<file path="src/rtl/vga_arbiter_pkg.sv">
// Shared game constants: requester/burst defaults, plot field widths and
// the arbiter FSM encodings.
package vga_arbiter_pkg;

    localparam int N_REQ_DEF     = 4;
    localparam int BURST_MAX_DEF = 32;
    localparam int COORD_W       = 7;
    localparam int COLOUR_W      = 3;

    localparam logic [1:0] ST_IDLE = 2'd0;
    localparam logic [1:0] ST_BUSY = 2'd1;
    localparam logic [1:0] ST_GAP  = 2'd2;

endpackage

</file>
<file path="src/rtl/vga_arbiter_if.sv">
// Bundle between the sprite requesters and the VGA plot port arbiter.
interface vga_arbiter_if
    import vga_arbiter_pkg::*;
#(
    parameter int N_REQ = N_REQ_DEF
);

    logic [N_REQ-1:0]          req;
    logic [N_REQ-1:0]          req_done;
    logic [COORD_W*N_REQ-1:0]  req_x;
    logic [COORD_W*N_REQ-1:0]  req_y;
    logic [COLOUR_W*N_REQ-1:0] req_c;
    logic [N_REQ-1:0]          req_we;
    logic [N_REQ-1:0]          gnt;
    logic [COORD_W-1:0]        vga_x;
    logic [COORD_W-1:0]        vga_y;
    logic [COLOUR_W-1:0]       vga_c;
    logic                      vga_writeEn;
    logic                      timeout_err;

    // Arbiter side
    modport slave (
        input  req, req_done, req_x, req_y, req_c, req_we,
        output gnt, vga_x, vga_y, vga_c, vga_writeEn, timeout_err
    );

    // Requester side
    modport master (
        output req, req_done, req_x, req_y, req_c, req_we,
        input  gnt, vga_x, vga_y, vga_c, vga_writeEn, timeout_err
    );

endinterface

</file>
<file path="src/rtl/vga_arbiter_rr_pick.sv">
// Round-robin pick: first set req bit scanning upward from last+1 (wrapping),
// returned one-hot; all zero when nothing is requested.
module rr_pick #(
    parameter int N_REQ = 4
) (
    input  logic [N_REQ-1:0]         req,
    input  logic [$clog2(N_REQ)-1:0] last,
    output logic [N_REQ-1:0]         win
);

    localparam int LW = $clog2(N_REQ);

    always_comb begin
        logic [LW-1:0] idx;
        logic          found;
        win   = '0;
        found = 1'b0;
        idx   = '0;
        for (int k = 1; k <= N_REQ; k++) begin
            idx = LW'((int'(last) + k) % N_REQ);
            if (!found && req[idx]) begin
                win[idx] = 1'b1;
                found    = 1'b1;
            end
        end
    end

endmodule

</file>
<file path="src/rtl/vga_arbiter.sv">
// Grants the single VGA plot port to one sprite requester at a time,
// round-robin, with a burst timeout and a one-cycle gap between owners.
module vga_arbiter
    import vga_arbiter_pkg::*;
#(
    parameter int N_REQ     = N_REQ_DEF,
    parameter int BURST_MAX = BURST_MAX_DEF
) (
    input  logic          clk,
    input  logic          resetn,
    vga_arbiter_if.slave  bus
);

    localparam int              LW        = $clog2(N_REQ);
    localparam int              CW        = $clog2(BURST_MAX) + 1;
    localparam logic [CW-1:0]   HOLD_LAST = CW'(BURST_MAX - 1);
    localparam logic [LW-1:0]   LAST_RST  = LW'(N_REQ - 1);

    logic [1:0]          state_q;
    logic [N_REQ-1:0]    gnt_q;
    logic [CW-1:0]       hold_q;
    logic [LW-1:0]       last_q;
    logic                timeout_q;

    logic [N_REQ-1:0]    win;
    logic [LW-1:0]       gnt_idx;
    logic [COORD_W-1:0]  mux_x;
    logic [COORD_W-1:0]  mux_y;
    logic [COLOUR_W-1:0] mux_c;
    logic                mux_we;
    logic                done_g;
    logic                req_g;
    logic                timeout_hit;
    logic                busy;

    function automatic logic [CW-1:0] hold_sat_inc(input logic [CW-1:0] h);
        return (h == HOLD_LAST) ? h : h + 1'b1;
    endfunction

    rr_pick #(.N_REQ(N_REQ)) u_rr_pick (
        .req  (bus.req),
        .last (last_q),
        .win  (win)
    );

    // Only the granted slice reaches the plot port; gnt is one-hot so an OR-mux suffices.
    always_comb begin
        mux_x   = '0;
        mux_y   = '0;
        mux_c   = '0;
        mux_we  = 1'b0;
        gnt_idx = '0;
        for (int i = 0; i < N_REQ; i++) begin
            if (gnt_q[i]) begin
                mux_x   = mux_x | bus.req_x[COORD_W*i +: COORD_W];
                mux_y   = mux_y | bus.req_y[COORD_W*i +: COORD_W];
                mux_c   = mux_c | bus.req_c[COLOUR_W*i +: COLOUR_W];
                mux_we  = mux_we | bus.req_we[i];
                gnt_idx = LW'(i);
            end
        end
    end

    assign busy        = (state_q == ST_BUSY);
    assign done_g      = |(bus.req_done & gnt_q);
    assign req_g       = |(bus.req & gnt_q);
    assign timeout_hit = (hold_q == HOLD_LAST);

    always_ff @(posedge clk or negedge resetn) begin
        if (!resetn) begin
            state_q   <= ST_IDLE;
            gnt_q     <= '0;
            hold_q    <= '0;
            last_q    <= LAST_RST;
            timeout_q <= 1'b0;
        end else begin
            case (state_q)
                ST_IDLE: begin
                    if (|bus.req) begin
                        state_q <= ST_BUSY;
                        gnt_q   <= win;
                        hold_q  <= '0;
                    end
                end
                ST_BUSY: begin
                    if (done_g || !req_g || timeout_hit) begin
                        state_q <= ST_GAP;
                        gnt_q   <= '0;
                        last_q  <= gnt_idx;
                        // A finished or withdrawn owner is a normal release, not a revoke.
                        if (timeout_hit && !done_g && req_g)
                            timeout_q <= 1'b1;
                    end else begin
                        hold_q <= hold_sat_inc(hold_q);
                    end
                end
                ST_GAP: begin
                    state_q <= ST_IDLE;
                end
                default: begin
                    state_q <= ST_IDLE;
                    gnt_q   <= '0;
                end
            endcase
        end
    end

    assign bus.gnt         = gnt_q;
    assign bus.vga_x       = busy ? mux_x  : '0;
    assign bus.vga_y       = busy ? mux_y  : '0;
    assign bus.vga_c       = busy ? mux_c  : '0;
    assign bus.vga_writeEn = busy ? mux_we : 1'b0;
    assign bus.timeout_err = timeout_q;

endmodule

</file>
<file path="src/flat_wrapper.sv">
// flat-port wrapper written by rule: the top's interface ports become plain ports
module vga_arbiter_flat import vga_arbiter_pkg::*;
#(
    parameter int N_REQ     = N_REQ_DEF,
    parameter int BURST_MAX = BURST_MAX_DEF
)
  (clk, resetn, bus_req, bus_req_done, bus_req_x, bus_req_y, bus_req_c, bus_req_we, bus_gnt, bus_vga_x, bus_vga_y, bus_vga_c, bus_vga_writeEn, bus_timeout_err);
  vga_arbiter_if #(.N_REQ(N_REQ)) bus_i ();
  input  logic clk;
  input  logic resetn;
  input wire logic [$bits(bus_i.req)-1:0] bus_req;
  input wire logic [$bits(bus_i.req_done)-1:0] bus_req_done;
  input wire logic [$bits(bus_i.req_x)-1:0] bus_req_x;
  input wire logic [$bits(bus_i.req_y)-1:0] bus_req_y;
  input wire logic [$bits(bus_i.req_c)-1:0] bus_req_c;
  input wire logic [$bits(bus_i.req_we)-1:0] bus_req_we;
  output wire logic [$bits(bus_i.gnt)-1:0] bus_gnt;
  output wire logic [$bits(bus_i.vga_x)-1:0] bus_vga_x;
  output wire logic [$bits(bus_i.vga_y)-1:0] bus_vga_y;
  output wire logic [$bits(bus_i.vga_c)-1:0] bus_vga_c;
  output wire logic [$bits(bus_i.vga_writeEn)-1:0] bus_vga_writeEn;
  output wire logic [$bits(bus_i.timeout_err)-1:0] bus_timeout_err;
  assign bus_i.req = bus_req;
  assign bus_i.req_done = bus_req_done;
  assign bus_i.req_x = bus_req_x;
  assign bus_i.req_y = bus_req_y;
  assign bus_i.req_c = bus_req_c;
  assign bus_i.req_we = bus_req_we;
  assign bus_gnt = bus_i.gnt;
  assign bus_vga_x = bus_i.vga_x;
  assign bus_vga_y = bus_i.vga_y;
  assign bus_vga_c = bus_i.vga_c;
  assign bus_vga_writeEn = bus_i.vga_writeEn;
  assign bus_timeout_err = bus_i.timeout_err;
  vga_arbiter #(.N_REQ(N_REQ), .BURST_MAX(BURST_MAX)) u_core (.clk(clk), .resetn(resetn), .bus(bus_i));
endmodule
</file>
<file path="config.mk">
export PLATFORM = sky130hd
export DESIGN_NAME = vga_arbiter_flat
export DESIGN_NICKNAME = d
export VERILOG_FILES = /design/src/rtl/vga_arbiter_pkg.sv /design/src/rtl/vga_arbiter_if.sv /design/src/rtl/vga_arbiter_rr_pick.sv /design/src/rtl/vga_arbiter.sv /design/src/flat_wrapper.sv
export SDC_FILE = /design/constraint.sdc
export NUM_CORES = 1
export LEC_CHECK = 0
export ABC_AREA = 1
export CORE_MARGIN = 2
export CORE_UTILIZATION = 36
export DETAILED_ROUTE_END_ITERATION = 6
export DONT_BUFFER_PORTS = 1
export PLACE_DENSITY = 0.49
export SYNTH_ARGS = -nofsm -noshare
export SYNTH_HDL_FRONTEND = slang
export SYNTH_SLANG_ARGS = --single-unit
</file>
<file path="constraint.sdc">
create_clock -name clk -period 1.9 [get_ports clk]
set_input_delay 0.38 -clock clk [delete_from_list [all_inputs] [get_ports clk]]
set_output_delay 0.38 -clock clk [all_outputs]
set_load 0.02 [all_outputs]
</file>
==> impl_metrics.sql <==
INSERT INTO impl_metrics (metric_group, metric, value, unit) VALUES
('cts', 'tritoncts.num_buffers', '3', ''),
('detailed_routing', 'detail_route.drc_violations', '0', ''),
('yosys', 'synth.lib_cells_used.distinct', '30', ''),
('yosys', 'syn_area_per_cell', '7.099', 'um2'),
('sta', 'slew_viol_final', '0', ''),
('yosys', 'synth-seq-area-share', '22.00', '%'),
('run_status', 'outcome', 'complete, no violations', ''),
('grt', 'grt_start_max_net_pins', '25', ''),
('worst_setup_path', 'path_cells', 'buf_12, a22o_1, a221oi_1, nor2_1, buf_4', ''),
('yosys', 'yosys.area.top_type', 'dfrtp_1', ''),
('layout', 'n_antenna_cell', '0', ''),
('place', 'port-buffer-count', '0', ''),
('worst_setup_path', 'largest_stage_delay_on_the_critical_path', '0.40', 'ns'),
('sta', 'finalHoldViolations', '0', ''),
('floorplanning', 'die_width', '73.08', 'um'),
('layout', 'final_cell_area', '2141', 'um2'),
('power_and_ir_drop', 'max-vdd-ir-drop', '0.5221', 'mV'),
('floorplanning', 'boundaryPins', '105', ''),
('power_and_ir_drop', 'power.density', '1603', 'nW/um2'),
('yosys', 'yosys_register_bits', '15', ''),
('detailed_routing', 'dr.pass1.iters', '4', ''),
('yosys', 'synth_top_area_share', '18.94', '%'),
('worst_setup_path', 'path_buf_inv', '2', ''),
('grt', 'grt_pass1_wl', '7.900', 'mm'),
('yosys', 'yosysWarnings', '0', ''),
('cts', 'cts_tree', 'done', ''),
('cts', 'clk_transition_reported_paths', '0.07', 'ns'),
('layout', 'area_delta_synth_final', '24.62', '%'),
('yosys', 'async_reset_ff_share', '100.0', '%'),
('yosys', 'most_repeated_cell_in_the_gate_level_netlist_after_synthesis', 'nand2_1', ''),
('floorplanning', 'site_row_count', '25', ''),
('yosys', 'top_post_synthesis_cells_by_area', 'dfrtp_1, nand2_1, a221oi_1, a22o_1, nand3_1', ''),
('grt', 'grt_usage', '18.62', '%'),
('place', 'gpl.final_weighted_congestion', '0.8424', ''),
('place', 'placed_area', '1973', 'um2'),
('detailed_routing', 'detail_route.iter0.violations', '104', ''),
('cts', 'clockRootBuffer', 'clkbuf_8', ''),
('sta', 'slew-limit-headroom', '51.59', '%'),
('worst_setup_path', 'crit_type', 'flip-flop to output pin', ''),
('detailed_routing', 'drt_wl_total', '5.020', 'mm'),
('cts', 'worst_skew_pair_later_pin_latency', '0.25', 'ns'),
('power_and_ir_drop', 'p_leak', '1.013', 'nW'),
('detailed_routing', 'avgRoutedWirePerCell', '15.84', 'um'),
('yosys', 'postSynthCellCount', '242', ''),
('yosys', 'synthFlopType', 'dfrtp_1', ''),
('cts', 'htree_levels', '1', ''),
('cts', 'cts_num_sinks', '15', ''),
('layout', 'proportion_of_layout_cells_with_a_drive_suffix_above_1', '29.28', '%'),
('sta', 'layout_min_cycle_time', '1.832', 'ns'),
('yosys', 'synth-edff-count', '0', ''),
('floorplanning', 'die_area', '5341', 'um2'),
('yosys', 'synth_common_cells', 'nand2_1, nand3_1, nor2_1, a221oi_1, a22o_1', ''),
('yosys', 'syn_area', '1718', 'um2'),
('sta', 'worst-slew-pin-transition', '0.7238', 'ns'),
('worst_setup_path', 'timing.critical_path.fanout_max', '22', ''),
('floorplanning', 'core', '4661', 'um2'),
('job', 'maxCapViolCount', '0', ''),
('sta', 'finalWorstSetupSlack', '0.06817', 'ns'),
('floorplanning', 'initial_utilization', '36.86', '%'),
('min_path', 'hold_path_class', 'flip-flop to flip-flop', ''),
('detailed_routing', 'vias', '1741', ''),
('yosys', 'synth_fp_nets', '333', ''),
('floorplanning', 'die_y', '73.08', 'um'),
('worst_setup_path', 'worst-endpoint-arrival', '1.45', 'ns'),
('place', 'post-place-cells', '312', ''),
('grt', 'grt_antenna_before_repair', '0', ''),
('layout', 'net_count_final', '355', ''),
('detailed_routing', 'detail-route-antenna-nets', '0', ''),
('worst_setup_path', 'timing.critical_path.slowest_stage_cell', 'dfrtp_1', ''),
('sta', 'layout_worst_path_cycle_share', '96.41', '%'),
('grt', 'grt.overflow.total', '0', '');
-- registers in the layout (all words and copies together), names as in the netlist --
name,cells
u_core.last_q,2
u_core.state_q,2
u_core.bus.timeout_err,1
u_core.hold_q,6
u_core.bus.gnt,4
-- metal layers --
layer / vias to the layer above / global-route usage [%] / part of all wire, %
met5: - / 0 / 0
met4: 0 / 3.086 / 0.28
met3: 2 / 3.177 / 6.3
met2: 56 / 32.83 / 51
met1: 803 / 24.02 / 42
li1: 880 / - / -
-- cell families (layout without fill, tap and decap cells) --
logic type | after synthesis | count (layout) | share of synthesized area, %
AO/OA/AOI/OAI | 43 | 43 | 21.12
AND/OR/NAND/NOR | 139 | 139 | 40.64
XOR/XNOR | 3 | 3 | 1.530
buffers and inverters | 33 | 54 | 8.158
adder cells (fa/ha/maj) | 9 | 9 | 6.555
flip-flops | 15 | 15 | 22.00
-- cell usage in the layout, fill, tap and decap left out, types with 5 or more instances in the layout --
cell      instances
nand2_1          64
nand3_1          28
nor2_1           27
buf_4            24
a22o_1           18
a221oi_2         15
dfrtp_1          11
inv_1            10
ha_1              8
inv_2             6
nand2_2           5
-- report_power, final --
part	switching (mW)	total [mW]	leakage (nW)	internal, mW
Sequential	0.106	0.531	0.194	0.425
Combinational	1.58	2.64	0.793	1.06
Clock	0.116	0.261	0.0255	0.145
-- final timing paths --
path	startpoint	endpoint	cells past startpoint
hold reg to reg	u_core.hold_q[5]	u_core.hold_q[5]	2
min in group asynchronous	resetn	u_core.hold_q[3]	1
setup / recovery	u_core.bus.gnt[0]	bus_vga_writeEn	5
hold / removal	u_core.hold_q[5]	u_core.hold_q[5]	2
setup reg to reg	u_core.last_q[0]	u_core.bus.gnt[1]	11
max in group asynchronous	resetn	u_core.bus.gnt[2]	1
-- layout make-up --
| class | instances | area (um2) |
|---|---|---|
| Fill cell | 466 | 2520 |
| Multi-Input combinational cell | 194 | 1306 |
| Sequential cell | 15 | 380.4 |
| Timing Repair Buffer | 28 | 250.2 |
| Inverter | 22 | 90.09 |
| Tap cell | 54 | 67.56 |
| Clock buffer | 3 | 41.29 |
| Clock inverter | 1 | 5.005 |
-- timing repair --
item | in CTS | in global routing
endpoints found under the setup margin | 0 | 22
endpoints found under the hold margin | 15 | 0
hold buffers | 1 | 0
resized for setup | 0 | 20
-- stage by stage --
step / util [%] / power, mW / setup TNS [ns] / hold WS (ns)
5_1_grt: 45.93 / 3.744 / -0.01448 / 0.5411
3_5_place_dp: 42.34 / 3.005 / 0 / 0.08484
6_report: 45.93 / 3.432 / 0 / 0.5124
3_3_place_gp: 42.34 / 3.010 / 0 / 0.08481
2_1_floorplan: - / 2.326 / 0 / 0.08441
4_1_cts: 43.54 / 3.281 / 0 / 0.5210
-- worst register-to-register path, stage by stage (launching register included) --
cell and delay [ns]:
dfstp_2 0.57, inv_6 0.07, ha_4 0.26, inv_1 0.10, nand3_4 0.11, nand2_4 0.10, nand2_4 0.07, nor2_4 0.12
nand2_1 0.07, nand3_1 0.08, nand2_1 0.05, nand2_1 0.05
No activity file was read; power rests on OpenSTA's default activity.
